===== config.mk =====
export PLATFORM = sky130hd
export DESIGN_NAME = clks_ctrl
export DESIGN_NICKNAME = d
export VERILOG_FILES = /design/src/rtl/clks_ctrl.sv
export SDC_FILE = /design/constraint.sdc
export NUM_CORES = 1
export LEC_CHECK = 0
export CAP_MARGIN = 20
export CORE_MARGIN = 3
export CORE_UTILIZATION = 28
export DETAILED_ROUTE_END_ITERATION = 8
export PLACE_DENSITY = 0.56
export SYNTH_ARGS = -nofsm -noshare
export SYNTH_HDL_FRONTEND = slang
export SYNTH_SLANG_ARGS = --single-unit

===== constraint.sdc =====
create_clock -name clk -period 2.5 [get_ports clk]
set_clock_uncertainty 0.1 [all_clocks]
set_input_delay 0.375 -clock clk [delete_from_list [all_inputs] [get_ports clk]]
set_output_delay 0.375 -clock clk [all_outputs]
set_load 0.03 [all_outputs]

===== src/rtl/clks_ctrl.sv =====
// clks_ctrl: sequencer and supervisor for the clk10/clk20/clk40 generator.
// Holds the generator in reset until a start request, releases it, confirms
// lock by counting clk40 rising edges, reports ready, drains on a clk40 low
// phase when asked to stop, and traps stalled or incoherent dividers.
//
// Handshake: start and stop are plain levels sampled on every rising clk
// edge. There is no valid/ready pairing. A request takes effect in the cycle
// after it is sampled. The ready output is a status level that downstream
// logic uses as a gate. It does not acknowledge any request.
module clks_ctrl #(
  parameter int RST_CYCLES = 4,
  parameter int LOCK_EDGES = 2,
  parameter int WDOG       = 16,
  parameter int CW         = 5
) (
  input  logic       clk,
  input  logic       rst,
  input  logic       start,
  input  logic       stop,
  input  logic       clk10,
  input  logic       clk20,
  input  logic       clk40,
  output logic       gen_rst,
  output logic       gen_enb,
  output logic       ready,
  output logic       fault,
  output logic [2:0] state
);

  localparam int LW = (LOCK_EDGES < 2) ? 1 : $clog2(LOCK_EDGES + 1);

  localparam logic [CW-1:0] RST_LAST = CW'(RST_CYCLES - 1);
  localparam logic [CW-1:0] WDOG_LIM = CW'(WDOG);
  localparam logic [CW-1:0] CNT_MAX  = {CW{1'b1}};
  localparam logic [CW-1:0] CNT_ONE  = CW'(1);
  localparam logic [LW-1:0] LOCK_LIM = LW'(LOCK_EDGES);
  localparam logic [LW-1:0] LOCK_MAX = {LW{1'b1}};
  localparam logic [LW-1:0] LOCK_ONE = LW'(1);

  typedef enum logic [2:0] {
    S_IDLE   = 3'd0,
    S_RESET  = 3'd1,
    S_RUN_UP = 3'd2,
    S_READY  = 3'd3,
    S_DRAIN  = 3'd4,
    S_FAULT  = 3'd5
  } state_e;

  state_e        state_q, state_d;
  logic          gen_rst_q, gen_rst_d;
  logic          gen_enb_q, gen_enb_d;
  logic          ready_q, ready_d;
  logic          fault_q, fault_d;
  logic [CW-1:0] cnt_q, cnt_d;
  logic [LW-1:0] lock_q, lock_d;
  logic          prev10_q, prev20_q, prev40_q;

  logic          t10, t20, t40, rise40, coh_err;
  logic [CW-1:0] wd_next;
  logic          wd_trip;
  logic [LW-1:0] lock_inc;

  // Edge and coherence detection, plus the watchdog's next value.
  // The dividers are registered on clk, so they can be compared directly
  // against last cycle's copy without synchronisers.
  always_comb begin
    t10     = clk10 ^ prev10_q;
    t20     = clk20 ^ prev20_q;
    t40     = clk40 ^ prev40_q;
    rise40  = t40 & clk40;
    // A slower divider may only move on a cycle when every faster one moves.
    coh_err = (t40 & ~(t20 & t10)) | (t20 & ~t10);

    if (t10) begin
      wd_next = '0;
    end else if (gen_enb_q && (cnt_q != CNT_MAX)) begin
      wd_next = cnt_q + CNT_ONE;
    end else begin
      wd_next = cnt_q;
    end
    wd_trip = (wd_next >= WDOG_LIM);

    if (lock_q != LOCK_MAX) begin
      lock_inc = lock_q + LOCK_ONE;
    end else begin
      lock_inc = lock_q;
    end
  end

  // Next-state and next-output decisions. Every output is taken from a flop,
  // so any decision made here becomes visible one cycle later.
  always_comb begin
    state_d   = state_q;
    gen_rst_d = gen_rst_q;
    gen_enb_d = gen_enb_q;
    ready_d   = ready_q;
    fault_d   = fault_q;
    cnt_d     = cnt_q;
    lock_d    = lock_q;

    unique case (state_q)
      S_IDLE: begin
        gen_rst_d = 1'b1;
        gen_enb_d = 1'b0;
        ready_d   = 1'b0;
        cnt_d     = '0;
        lock_d    = '0;
        // start wins over stop; stop is looked at again in RESET.
        if (start) begin
          state_d = S_RESET;
        end
      end

      S_RESET: begin
        gen_rst_d = 1'b1;
        gen_enb_d = 1'b0;
        if (stop) begin
          state_d = S_IDLE;
          cnt_d   = '0;
        end else if (cnt_q == RST_LAST) begin
          state_d   = S_RUN_UP;
          gen_rst_d = 1'b0;
          gen_enb_d = 1'b1;
          cnt_d     = '0;
          lock_d    = '0;
        end else if (cnt_q != CNT_MAX) begin
          cnt_d = cnt_q + CNT_ONE;
        end
      end

      S_RUN_UP: begin
        cnt_d = wd_next;
        if (stop) begin
          state_d   = S_IDLE;
          gen_enb_d = 1'b0;
          gen_rst_d = 1'b1;
          cnt_d     = '0;
          lock_d    = '0;
        end else if (coh_err || wd_trip) begin
          state_d   = S_FAULT;
          fault_d   = 1'b1;
          gen_enb_d = 1'b0;
          gen_rst_d = 1'b1;
          lock_d    = '0;
        end else if (rise40) begin
          if (lock_inc >= LOCK_LIM) begin
            state_d = S_READY;
            ready_d = 1'b1;
            lock_d  = '0;
          end else begin
            lock_d = lock_inc;
          end
        end
      end

      S_READY: begin
        cnt_d   = wd_next;
        ready_d = 1'b1;
        if (coh_err || wd_trip) begin
          state_d   = S_FAULT;
          fault_d   = 1'b1;
          ready_d   = 1'b0;
          gen_enb_d = 1'b0;
          gen_rst_d = 1'b1;
        end else if (stop) begin
          state_d = S_DRAIN;
          ready_d = 1'b0;
        end
      end

      S_DRAIN: begin
        cnt_d   = wd_next;
        ready_d = 1'b0;
        // The generator is switched off only on a falling clk40, so the
        // last clk40 phase that downstream logic sees is low.
        if (coh_err || wd_trip) begin
          state_d   = S_FAULT;
          fault_d   = 1'b1;
          gen_enb_d = 1'b0;
          gen_rst_d = 1'b1;
        end else if (t40 && !clk40) begin
          state_d   = S_IDLE;
          gen_enb_d = 1'b0;
          gen_rst_d = 1'b1;
          cnt_d     = '0;
        end
      end

      S_FAULT: begin
        fault_d   = 1'b1;
        gen_enb_d = 1'b0;
        gen_rst_d = 1'b1;
        ready_d   = 1'b0;
        lock_d    = '0;
        if (start) begin
          state_d = S_RESET;
          fault_d = 1'b0;
          cnt_d   = '0;
        end
      end

      default: begin
        state_d   = S_IDLE;
        gen_rst_d = 1'b1;
        gen_enb_d = 1'b0;
        ready_d   = 1'b0;
        cnt_d     = '0;
        lock_d    = '0;
      end
    endcase
  end

  // State, outputs, counters and divider history. An asynchronous reset
  // immediately puts the generator back into reset.
  always_ff @(posedge clk or posedge rst) begin
    if (rst) begin
      state_q   <= S_IDLE;
      gen_rst_q <= 1'b1;
      gen_enb_q <= 1'b0;
      ready_q   <= 1'b0;
      fault_q   <= 1'b0;
      cnt_q     <= '0;
      lock_q    <= '0;
      prev10_q  <= 1'b0;
      prev20_q  <= 1'b0;
      prev40_q  <= 1'b0;
    end else begin
      state_q   <= state_d;
      gen_rst_q <= gen_rst_d;
      gen_enb_q <= gen_enb_d;
      ready_q   <= ready_d;
      fault_q   <= fault_d;
      cnt_q     <= cnt_d;
      lock_q    <= lock_d;
      prev10_q  <= clk10;
      prev20_q  <= clk20;
      prev40_q  <= clk40;
    end
  end

  assign gen_rst = gen_rst_q;
  assign gen_enb = gen_enb_q;
  assign ready   = ready_q;
  assign fault   = fault_q;
  assign state   = state_q;

endmodule


=== After elaboration in Yosys (flattened, before gate mapping) ===
Cells that the tools add are included.

* Output and inout bits: 7
* Word-level logic and storage cells: 116
* Input bits: 7
* Register bits: 17

* Reduce and logical (&&, ||, !) cells: 13
* Bitwise operators: 12
* Mux-type cells: 55
* Equality and inequality tests: 22
* $add $sub $neg: 2
* Order comparisons: 2

{| class="wikitable"
|+ Operators by type and width
! kind !! count
|-
| 5-bit 2-to-1 mux || 9
|-
| 3-bit 2-to-1 mux || 11
|-
| 5-bit one-hot mux with 5 select lines || 1
|-
| 1-bit 2-to-1 mux || 21
|-
| 2-bit inequality test (second input constant) || 8
|-
| 3-bit one-hot mux with 5 select lines || 1
|-
| 2-bit 2-to-1 mux || 7
|-
| 4-bit inequality test (second input constant) || 3
|-
| 3-bit inequality test (second input constant) || 3
|-
| 1-bit one-hot mux with 4 select lines || 2
|-
| 3-bit by 2-bit == test with 1-bit output (second input constant) || 2
|-
| 3-bit == test (second input constant) || 2
|-
| 1-bit one-hot mux with 3 select lines || 2
|-
| 2-bit one-hot mux with 3 select lines || 1
|-
| 6-bit AND reduction || 1
|-
| 5-bit by 1-bit adder with 5-bit output (second input constant) || 1
|-
| 5-bit by 2-bit == test with 1-bit output (second input constant) || 1
|-
| 5-bit greater-or-equal comparator (second input constant) || 1
|-
| 5-bit inequality test (second input constant) || 1
|-
| 5-bit AND reduction || 1
|-
| 1-bit AND || 4
|-
| 1-bit NOT || 4
|-
| 2-bit AND reduction || 2
|-
| 4-bit AND reduction || 1
|-
| other kinds (12) || 16
|}

=== Depth between registers and ports, before layout ===
Gate-level depths: netlist (run 1).

* Depth after elaboration: 9
* Gate-level depth with buffers: 10
* Gate-level depth less buffers: 8

=== Worst setup path before layout (run 1) ===
No wires, ideal clock.

* Path kind: register to register
* Start: register cnt_q[0]
* End: register state_q[2] (netlist: state[2])
* Path slack: 0.020 ns
* Setup time: 0.126 ns
* Clock period less this slack: 2.480 ns
* Cell stages (with the launch flop): 11
* Arrival time: 2.254 ns
* Data required time: 2.274 ns
* Path buffers: 2
* Cells stage by stage: dfrtp_1 -> ha_1 -> and3_2 -> ha_1 -> nand2b_1 -> buf_2 -> mux2i_1 -> o21ai_1 -> buf_2 -> o21a_1 -> a221o_1

* Word-level cells in the longest chain between the ends: 9
* Elaborated cells on any way between the ends: 19
* Classes of those cells: add/sub: 1; order compare: 1; eq/ne: 7; mux: 7; reduce/logical: 3

{| class="wikitable"
|+ Ends and longest elaborated chain
! element !! RTL line !! source
|-
| from (decl) || 54 || <nowiki>logic [CW-1:0] cnt_q, cnt_d;</nowiki>
|-
| from (signal assigned) || 233 || <nowiki>cnt_q <= cnt_d;</nowiki>
|-
| branches (longest 9 deep; another with 5-bit by 1-bit adder with 5-bit output) || n/a ||
|-
| to (signal assigned) || 228 || <nowiki>state_q <= state_d;</nowiki>
|-
| to (decl) || 49 || <nowiki>state_e state_q, state_d;</nowiki>
|}

Several ways; the timed one is not identified.
A chain may end at the register's enable or synchronous reset.

=== Final worst setup path (run 1) ===
* Start: register cnt_q[0]
* End: register ready_q (netlist: ready)

* Word-level cells in the longest chain between the ends: 8
* Elaborated cells on any way between the ends: 11
* Classes of those cells: add/sub: 1; order compare: 1; eq/ne: 2; mux: 4; reduce/logical: 3

{| class="wikitable"
|+ Ends and longest elaborated chain
! element !! RTL line !! source
|-
| branches (longest 2 deep; another with 5-bit by 1-bit adder with 5-bit output) || n/a ||
|-
| 5-bit 2-to-1 mux (*) || 76 || <nowiki>end else if (gen_enb_q && (cnt_q != CNT_MAX)) begin</nowiki>
|-
| 5-bit 2-to-1 mux (*) || 74 || <nowiki>if (t10) begin</nowiki>
|-
| 5-bit greater-or-equal comparator (*) || 81 || <nowiki>wd_trip = (wd_next >= WDOG_LIM);</nowiki>
|-
| 1-bit logical OR (*) || 139, 159 ||
|-
| 2-bit inequality test (no line) or 1-bit 2-to-1 mux (tied branches) || n/a ||
|-
| 5-bit AND reduction (no line) or 1-bit one-hot mux with 3 select lines (tied branches) || n/a ||
|-
| to (signal assigned) || 231 || <nowiki>ready_q <= ready_d;</nowiki>
|-
| to (decl) || 52 || <nowiki>logic ready_q, ready_d;</nowiki>
|}

Every way passes the cells marked *.

==> results of run 1 <==
[cell families after synthesis]
family,count (synthesis)
AOI/OAI and AO/OA,49
xor gates and xnor gates,3
adders and majority gates,4
buffers and inverters,13
DFF,17
muxes,3
and+or+nand+nor,44
[registers in the layout (all words and copies together) (netlist names)]
name / cells
prev20_q: 1
state: 3
ready: 1
prev40_q: 1
fault: 1
prev10_q: 1
lock_q: 2
gen_enb: 1
cnt_q: 5
gen_rst: 1
[cell usage in the layout, fill, tap and decap left out, drive strengths merged, types with 3 or more instances in the layout]
master	synthesis	routed
a21oi	13	13
dfrtp	16	16
nand3	3	3
xor2	3	3
nor2b	5	5
nor2	8	8
o21ai	15	15
and2	5	5
a211oi	3	3
nand2b	3	3
inv	7	7
clkbuf	3	4
clkdlybuf4s50	0	13
buf	3	12
o21a	3	3
nand2	8	8
ha	4	4
[worst max-delay path by stage]
stage               depth (start not counted)  endpoint  startpoint  slack (ns)
floorplan                                  10  state[2]    cnt_q[0]        0.02
global placement                            7  state[0]       clk40        0.05
detailed placement                          9     ready    cnt_q[0]        0.03
CTS                                         9     ready    cnt_q[0]       0.001
global route                                9     ready    cnt_q[0]       -0.04
finish                                      9     ready    cnt_q[0]        0.07
[per-stage QoR]
| step | cells | instance area (um^2) | worst slack (ns) | TNS [ns] |
|---|---|---|---|---|
| after global placement | 202 | 1461 | 0.05325 | 0 |
| after CTS | 206 | 1506 | 0.0009681 | 0 |
| after detailed placement | 202 | 1461 | 0.03195 | 0 |
| after global routing | 206 | 1533 | -0.03916 | -0.05265 |
| final | 206 | 1533 | 0.06529 | 0 |
| after floorplan | 133 | 1205 | 0.02037 | 0 |
[power groups by stage]
stage,Clock [uW],Sequential (uW),Combinational [uW]
2_1_floorplan,0,325,207
3_3_place_gp,0,333,280
3_5_place_dp,0,336,284
4_1_cts,217,331,285
5_1_grt,234,337,317
6_report,209,331,287
[area by class of cell]
| cell class | instances | area share |
|---|---|---|
| Clock buffer | 4 | 0.02939 |
| Inverter | 7 | 0.01714 |
| Multi-Input combinational cell | 103 | 0.4906 |
| Sequential cell | 17 | 0.2784 |
| Tap cell | 50 | 0.04082 |
| Timing Repair Buffer | 25 | 0.1437 |
[metal layers]
layer	wire [um]	share of wire
met1	1405	0.48
met2	1401	0.48
met3	101	0.034
met4	41	0.014
met5	0	0
==> results.py, run 1 <==
metrics = {
    "synth": {
        "ys_types": 47,
        "post-synth-top-count-cell": "dfrtp_1",
        "synthXorXnorAreaFrac": 0.02181,
        "yosysSeqAreaShare": 0.3541,
        "synth_top_area_share": 0.3323,
        "synthTopCellsByCount": "16 x dfrtp_1, 13 x a21oi_1, 13 x o21ai_0",
        "ys_seq_elements": 17,
        "synth_compound_area_frac": 0.2814,
        "synth_adder_area_share": 0.04154,
        "async_flop_share": 1.000,
        "synth_top_family_by_area": "compound AO/OA/AOI/OAI gates",
        "ys.flop_type": "dfrtp_1",
        "synth_area_leaders": "dfrtp_1 33%, a21oi_1 5.4%, o21ai_0 5.4%",
        "synth_edf_count": 0,
        "synthCells": 133,
        "synth.net_count": 144,
        "synthSimpleGateAreaFrac": 0.2305,
        "synth_area_leader_cell": "dfrtp_1",
        "synth_warnings": 0,
        "muxShareOfSynthArea": 0.02700,
        "syn_area_um2": 1205,
        "synth_area_per_cell_um2": 9.059,
    },
    "global_route": {
        "grt_use_met2": 0.1929,
        "grt_util_met3": 0.03506,
        "grt-busiest-layer": "met2",
        "first_global_vias": 1098,
        "grt_antenna_before_repair": 0,
        "grt_pass1_wl_mm": 5.043,
        "grt_usage": 0.1221,
        "grt_max_degree": 18,
        "overflow": 0,
        "grt_use_met1": 0.1696,
    },
    "place": {
        "dp_hpwl_mm": 2.215,
        "place_congestion": 0.8690,
        "port_buffers": 13,
    },
    "die": {
        "fp.dieH_um": 71.60,
        "core_area_um2": 4086,
        "num_rows": 23,
        "initial_utilization": 0.2949,
        "io_pins": 14,
        "die_width_um": 71.60,
        "die-area_um2": 5127,
    },
    "finish": {
        "finish.utilization": 0.3751,
        "final_layout_size_suffix_gt1_frac": 0.2308,
        "seqCellArea_um2": 426.7,
        "fill_cells": 410,
        "diodes": 0,
        "areaGrowthSynthToFinish_pct": 27.21,
        "multi_input_area_um2": 752.0,
        "nets": 168,
    },
    "detailed_routing": {
        "drt_iter0_drc": 51,
        "wl_per_cell_um": 14.32,
        "drc": 0,
        "vias": 1061,
        "ant_nets": 0,
        "via_per_inst": 5.150,
        "drt_pass1_iterations": 4,
        "wl_mm": 2.949,
    },
    "sta": {
        "relSlewSlack": 0.5572,
        "holdWs_ns": 0.4179,
        "period_share": 0.9739,
        "worst_pin_slew_ns": 0.6634,
        "finalHoldViolCount": 0,
        "finalCriticalPeriod_ns": 2.435,
        "final-setup-viol-count": 0,
        "clock.fmax_ghz": 0.4107,
        "maxSlewViolCount": 0,
    },
    "clocking": {
        "cts_root_buf": "clkbuf_8",
        "postCtsHoldBufs": 0,
        "cts_buffers": 3,
        "clock_latency_ns": 0.25,
        "htreeDepth": 1,
        "postCtsSetupBuffers": 0,
        "path_clk_slew_ns": 0.07,
        "cts_tree": "yes",
        "ctsResizeCount": 0,
        "cts_sinks": 17,
        "cts_buffer_depth": 2,
    },
    "critical_path": {
        "cp_common_cell": "ha_1",
        "crit_path_end_kind": "register",
        "reg2regPathDepth": 9,
        "timing.rr.end": "ready",
        "slowest_stage": "dfrtp_1",
        "cp_max_fo": 5,
        "critPathLaunchType": "register",
        "cp.arrival_ns": 2.51,
        "crit_family": "simple AND/OR/NAND/NOR gates",
        "cp.required_ns": 2.58,
        "slowest_delay_ns": 0.40,
        "cp_cell_sequence": "ha_1, and3_2, ha_1, nand2b_4, mux2i_2, o21ai_4, buf_4, or3_1, a21oi_2",
        "reg2reg_from": "cnt_q[0]",
        "crit_type": "reg2reg",
        "crit_buf_inv": 1,
        "rrSetupSlack_ns": 0.07,
    },
    "power_and_ir_drop": {
        "power_density_nw_per_um2": 539.3,
        "comb_power_share": 0.347,
        "netSwitchingFraction": 0.3483,
        "fin_total_pwr_uw": 826.6,
        "p_int_uw": 538.7,
        "p_leak_uw": 0.0006496,
        "switching_power_uw": 287.9,
        "p_clk_frac": 0.252,
        "power_frac_seq": 0.400,
        "peakVddDrop_uv": 261.1,
    },
    "outcome": {
        "outcome": "completed",
    },
    "job": {
        "drv_cap": 0,
    },
    "min_path": {
        "hp-class": "in2async",
    },
}
Note: power is estimated with default switching activity, not from simulation.
==> inputs of run 2 (changes only) <==
Settings changed: PLACE_DENSITY 0.56 to 0.55, TNS_END_PERCENT from default to 50.
Clock period 2.5 ns to 2.88 ns, I/O delays scaled along.
==> run 2 against run 1 <==
Net effect: combinational power is 19% lower; register-to-register slack better by 0.13 ns; utilization is 2.3 points lower; routed wire length is 2.6% lower; sequential power is 13% lower; via count is 1.3% lower; sequential cell count stayed put; first-iteration DRC count is 67% higher; global-route usage is 0.37 points lower; sequential share of layout area is 1.8 points higher; setup slack better by 0.13 ns; critical path type unchanged; critical endpoint is now state[2].
==> results.py, run 2 (synthesis gave the netlist of run 1 again) <==
metrics = {
    "sta": {
        "setup_tns_ns": 0,
        "final-setup-viol-count": 0,
        "relSlewSlack": 0.5498,
        "period_share": 0.9323,
        "maxSlewViolCount": 0,
        "worst_pin_slew_ns": 0.6745,
        "finalCriticalPeriod_ns": 2.685,
        "fin_ws_ns": 0.1949,
        "rsz0062_at_grt": "false",
        "clock.fmax_ghz": 0.3724,
        "finalHoldViolCount": 0,
    },
    "critical_path": {
        "cp.arrival_ns": 2.73,
        "reg2reg_from": "cnt_q[1]",
        "critPathLaunchType": "register",
        "slowest_stage": "dfrtp_1",
        "rrSetupSlack_ns": 0.19,
        "crit_type": "reg2reg",
        "cp_common_cell": "ha_1",
        "reg2regPathDepth": 9,
        "crit_family": "compound AO/OA/AOI/OAI gates",
        "crit_path_end_kind": "register",
        "cp.required_ns": 2.92,
        "cp_cell_sequence": "ha_1, and3_2, ha_1, nand2b_1, mux2i_1, o21ai_1, buf_4, o21a_1, a221o_1",
        "slowest_delay_ns": 0.41,
        "cp_max_fo": 7,
        "timing.rr.end": "state[2]",
        "crit_buf_inv": 1,
    },
    "detailed_routing": {
        "vias": 1047,
        "wl_per_cell_um": 14.58,
        "drc": 0,
        "top_layer_used": "met4",
        "ant_nets": 0,
        "drt_pass1_iterations": 4,
        "drt_iter0_drc": 85,
        "routed-wl-met2_mm": 1.333,
        "routed-wl-met3_um": 78,
        "via_per_inst": 5.315,
        "wl_mm": 2.872,
        "drt-met1-wl_mm": 1.435,
    },
    "place": {
        "place_congestion": 0.8599,
        "port_buffers": 13,
        "place_inst": 193,
        "dp_slack_ns": 0.2392,
        "dp_hpwl_mm": 2.065,
    },
    "power_and_ir_drop": {
        "switching_power_uw": 248.2,
        "netSwitchingFraction": 0.3525,
        "fin_total_pwr_uw": 704.2,
        "power_density_nw_per_um2": 489.4,
        "p_clk_frac": 0.263,
        "comb_power_share": 0.330,
        "p_int_uw": 456.0,
        "p_leak_uw": 0.0006053,
        "power_frac_seq": 0.407,
        "peakVddDrop_uv": 200.1,
    },
    "min_path": {
        "hp-class": "reg2reg",
        "worstHoldStart": "lock_q[1]",
        "min_to": "lock_q[1]",
        "hold_depth": 1,
    },
    "finish": {
        "layout_commonest_cell": "dfrtp_1",
        "largest_register": "cnt_q",
        "areaGrowthSynthToFinish_pct": 19.42,
        "largest_register_ffs": 5,
        "nets": 159,
        "fill_cells": 414,
        "final_cell_mix": "16 x dfrtp_1, 13 x o21ai_0, 13 x a21oi_1, 13 x clkdlybuf4s50_1",
        "finalNonFillerCells": 197,
        "final_layout_size_suffix_gt1_frac": 0.1565,
        "seqCellArea_um2": 426.7,
        "multi_input_area_um2": 725.7,
        "diodes": 0,
    },
    "global_route": {
        "grt_usage": 0.1185,
        "first_global_vias": 1061,
        "grt_max_degree": 18,
        "overflow": 0,
        "grt_antenna_before_repair": 0,
        "grt_pass1_wl_mm": 5.030,
    },
    "job": {
        "drv_cap": 0,
    },
    "clocking": {
        "postCtsHoldBufs": 0,
        "clock_latency_ns": 0.25,
        "path_clk_slew_ns": 0.07,
        "cts_buffers": 3,
        "cts_buffer_depth": 2,
        "postCtsSetupBuffers": 0,
        "htreeDepth": 1,
        "cts_sinks": 17,
        "ctsResizeCount": 0,
        "cts_tree": "yes",
        "cts_root_buf": "clkbuf_8",
    },
    "die": {
        "initial_utilization": 0.2949,
        "die_width_um": 71.60,
        "num_rows": 23,
        "fp.dieH_um": 71.60,
        "core_area_um2": 4086,
        "die-area_um2": 5127,
        "io_pins": 14,
    },
    "outcome": {
        "outcome": "completed",
    },
}
[run 2: cell types whose count changed in the layout (fill, tap and decap cells not counted)]
cell,previous run,this run
nand2b_4,1,0
mux2i_2,1,0
o21ai_4,1,0
mux2i_1,0,1
a21oi_1,12,13
buf_4,12,3
o21ai_1,0,1
a21oi_2,1,0
nand2b_1,2,3
[run 2: power groups by stage]
| stage | registers (uW) | logic, uW | clock network, uW |
|---|---|---|---|
| 4_1_cts | 286 | 232 | 190 |
| 5_1_grt | 291 | 256 | 197 |
| 3_5_place_dp | 291 | 231 | 0 |
| 6_report | 287 | 232 | 185 |
| 2_1_floorplan | 282 | 179 | 0 |
| 3_3_place_gp | 289 | 231 | 0 |
[run 2: stage by stage]
step                      cell area [um^2]  hold slack [ns]  utilization
final                                 1439           0.4170       0.3521
after global routing                  1439           0.4793       0.3521
after CTS                             1439           0.4212       0.3521
after detailed placement              1394           0.3970       0.3411
after global placement                1394           0.3983       0.3411
after floorplan                       1205           0.2573            -
[run 2: cell type report]
cell class | instances | share of cell area
multi-input cells | 103 | 0.5043
flip-flops and latches | 17 | 0.2965
repair buffers | 16 | 0.1061
well taps | 50 | 0.04348
clock buffers | 4 | 0.03130
inverters | 7 | 0.01826
[run 2: metal layers]
layer / global-route usage / up-vias
li1: - / 516
met1: 0.1716 / 509
met2: 0.1878 / 18
met3: 0.01262 / 4
met4: 0.03132 / 0
met5: 0 / -
[run 2: how the worst max path moves through the flow]
stage / from / end / slack (ns) / depth (start not counted)
finish: cnt_q[1] / state[2] / 0.19 / 9
global route: cnt_q[1] / state[2] / 0.003 / 9
CTS: cnt_q[1] / state[2] / 0.20 / 9
detailed placement: cnt_q[1] / state[2] / 0.24 / 9
global placement: clk40 / cnt_q[3] / 0.25 / 7
floorplan: cnt_q[0] / state[2] / 0.40 / 10
==> inputs of run 3 (changes only) <==
Settings changed: CTS_CLUSTER_DIAMETER from default to 60, SETUP_SLACK_MARGIN from default to 0.3.
==> run 3 against run 2 <==
Net effect: global-route usage stayed put; clock power about the same; sequential share of layout area is 1.0 points lower; critical endpoint unchanged; final area increased by 3.7%; combinational power is 3% higher; cell count unchanged; worst hold slack worse by 0.00065 ns; sequential cell count unchanged; largest power group unchanged; register-to-register slack better by 0.18 ns.
==> results.py, run 3 (synthesis gave the netlist of run 1 again) <==
metrics = {
    "outcome": {
        "outcome": "completed",
    },
    "clocking": {
        "cts_tree": "yes",
        "clock_latency_ns": 0.25,
        "cts_buffer_depth": 2,
        "cts_buffers": 3,
        "cts_root_buf": "clkbuf_8",
        "htreeDepth": 1,
        "postCtsHoldBufs": 0,
        "path_clk_slew_ns": 0.07,
        "postCtsSetupBuffers": 0,
        "cts_sinks": 17,
    },
    "detailed_routing": {
        "vias": 1057,
        "drt_iter0_drc": 71,
        "drc": 0,
        "via_per_inst": 5.365,
        "ant_nets": 0,
        "wl_per_cell_um": 14.89,
        "drt_pass1_iterations": 4,
        "wl_mm": 2.934,
    },
    "global_route": {
        "grt_usage": 0.1185,
        "grt_max_degree": 18,
        "grt_antenna_before_repair": 0,
        "first_global_vias": 1061,
        "overflow": 0,
        "grt_pass1_wl_mm": 5.030,
    },
    "finish": {
        "seqCellArea_um2": 426.7,
        "largest_register": "cnt_q",
        "final_layout_size_suffix_gt1_frac": 0.1905,
        "areaGrowthSynthToFinish_pct": 23.78,
        "final_cell_mix": "16 x dfrtp_1, 13 x o21ai_0, 13 x a21oi_1, 13 x clkdlybuf4s50_1",
        "multi_input_area_um2": 778.2,
        "finalInstanceArea_um2": 1491,
        "largest_register_ffs": 5,
        "layout_commonest_cell": "dfrtp_1",
        "fill_cells": 409,
        "diodes": 0,
        "nets": 159,
    },
    "power_and_ir_drop": {
        "peakVddDrop_uv": 200.2,
        "power_density_nw_per_um2": 477.1,
        "p_leak_uw": 0.0005977,
    },
    "place": {
        "place_congestion": 0.8599,
        "placed_cell_area_um2": 1394,
        "port_buffers": 13,
        "dp_hpwl_mm": 2.065,
    },
    "critical_path": {
        "crit_path_end": "state[2]",
        "cp.arrival_ns": 2.54,
        "cp.required_ns": 2.92,
        "cp_cell_sequence": "ha_4, and3_2, ha_2, nand2b_2, mux2i_4, o21ai_4, buf_4, o21a_1, a221o_1",
        "slowest_stage": "dfrtp_1",
        "crit_path_end_kind": "register",
        "reg2regPathDepth": 9,
        "crit_start": "cnt_q[1]",
        "crit_family": "compound AO/OA/AOI/OAI gates",
        "slowest_delay_ns": 0.44,
        "cp_max_fo": 7,
        "rrSetupSlack_ns": 0.38,
        "reg2reg_from": "cnt_q[1]",
        "timing.rr.end": "state[2]",
        "critPathLaunchType": "register",
        "crit_type": "reg2reg",
        "crit_buf_inv": 1,
        "cp.depth": 9,
    },
    "die": {
        "io_pins": 14,
        "die_width_um": 71.60,
        "fp.dieH_um": 71.60,
        "initial_utilization": 0.2949,
        "core_area_um2": 4086,
        "num_rows": 23,
        "die-area_um2": 5127,
    },
    "sta": {
        "finalCriticalPeriod_ns": 2.503,
        "period_share": 0.8690,
        "rsz0062_at_grt": "true",
        "clock.fmax_ghz": 0.3996,
        "maxSlewViolCount": 0,
        "relSlewSlack": 0.5485,
        "setup_tns_ns": 0,
        "worst_pin_slew_ns": 0.6765,
        "finalHoldViolCount": 0,
        "final-setup-viol-count": 0,
    },
    "min_path": {
        "hp-class": "reg2reg",
    },
    "job": {
        "drv_cap": 0,
    },
}
-- run 3: cell type report --
| type | instances | share of cell area |
|---|---|---|
| timing repair buffer | 16 | 0.1023 |
| multi-input combinational | 103 | 0.5218 |
| tap | 50 | 0.04195 |
| inverter | 7 | 0.01762 |
| sequential | 17 | 0.2861 |
| clock buffer | 4 | 0.03020 |
-- run 3: worst min path at each step --
stage / startpoint / endpoint / slack [ns] / depth (start not counted)
final: lock_q[1] / lock_q[1] / 0.42 / 1
after global routing: lock_q[0] / lock_q[0] / 0.48 / 1
after CTS: lock_q[1] / lock_q[1] / 0.42 / 1
after detailed placement: lock_q[1] / lock_q[1] / 0.40 / 1
after global placement: lock_q[1] / lock_q[1] / 0.40 / 1
after floorplan: rst / cnt_q[0] / 0.26 / 1
-- run 3: timing repair --
item	CTS	global route
pin swaps	0	1
endpoints found under the setup margin	4	10
resized for setup	1	8
cloned	0	0
-- run 3: per-stage QoR --
step                      hold slack [ns]  total power (uW)  setup WS [ns]    util  cells
after floorplan                    0.2573             461.8         0.4004       -    133
after global placement             0.3983             520.7         0.2523  0.3411    193
after detailed placement           0.3970             522.3         0.2392  0.3411    193
after CTS                          0.4212             709.2         0.2687  0.3530    197
after global routing               0.4793             751.1         0.2711  0.3650    197
final                              0.4164             711.5         0.3773  0.3650    197
-- run 3: layer usage --
layer / global-route usage / wire length [um] / vias to the layer above
met2: 0.1878 / 1442 / 20
met4: 0.03132 / 24 / 0
met5: 0 / 0 / -
met1: 0.1716 / 1390 / 519
met3: 0.01262 / 77 / 4
li1: - / - / 514
-- run 3: power by group --
group	switching, uW	internal, uW	total (uW)
clock	87.2	98.2	185
sequential	37.2	249	286
combinational	129	111	240
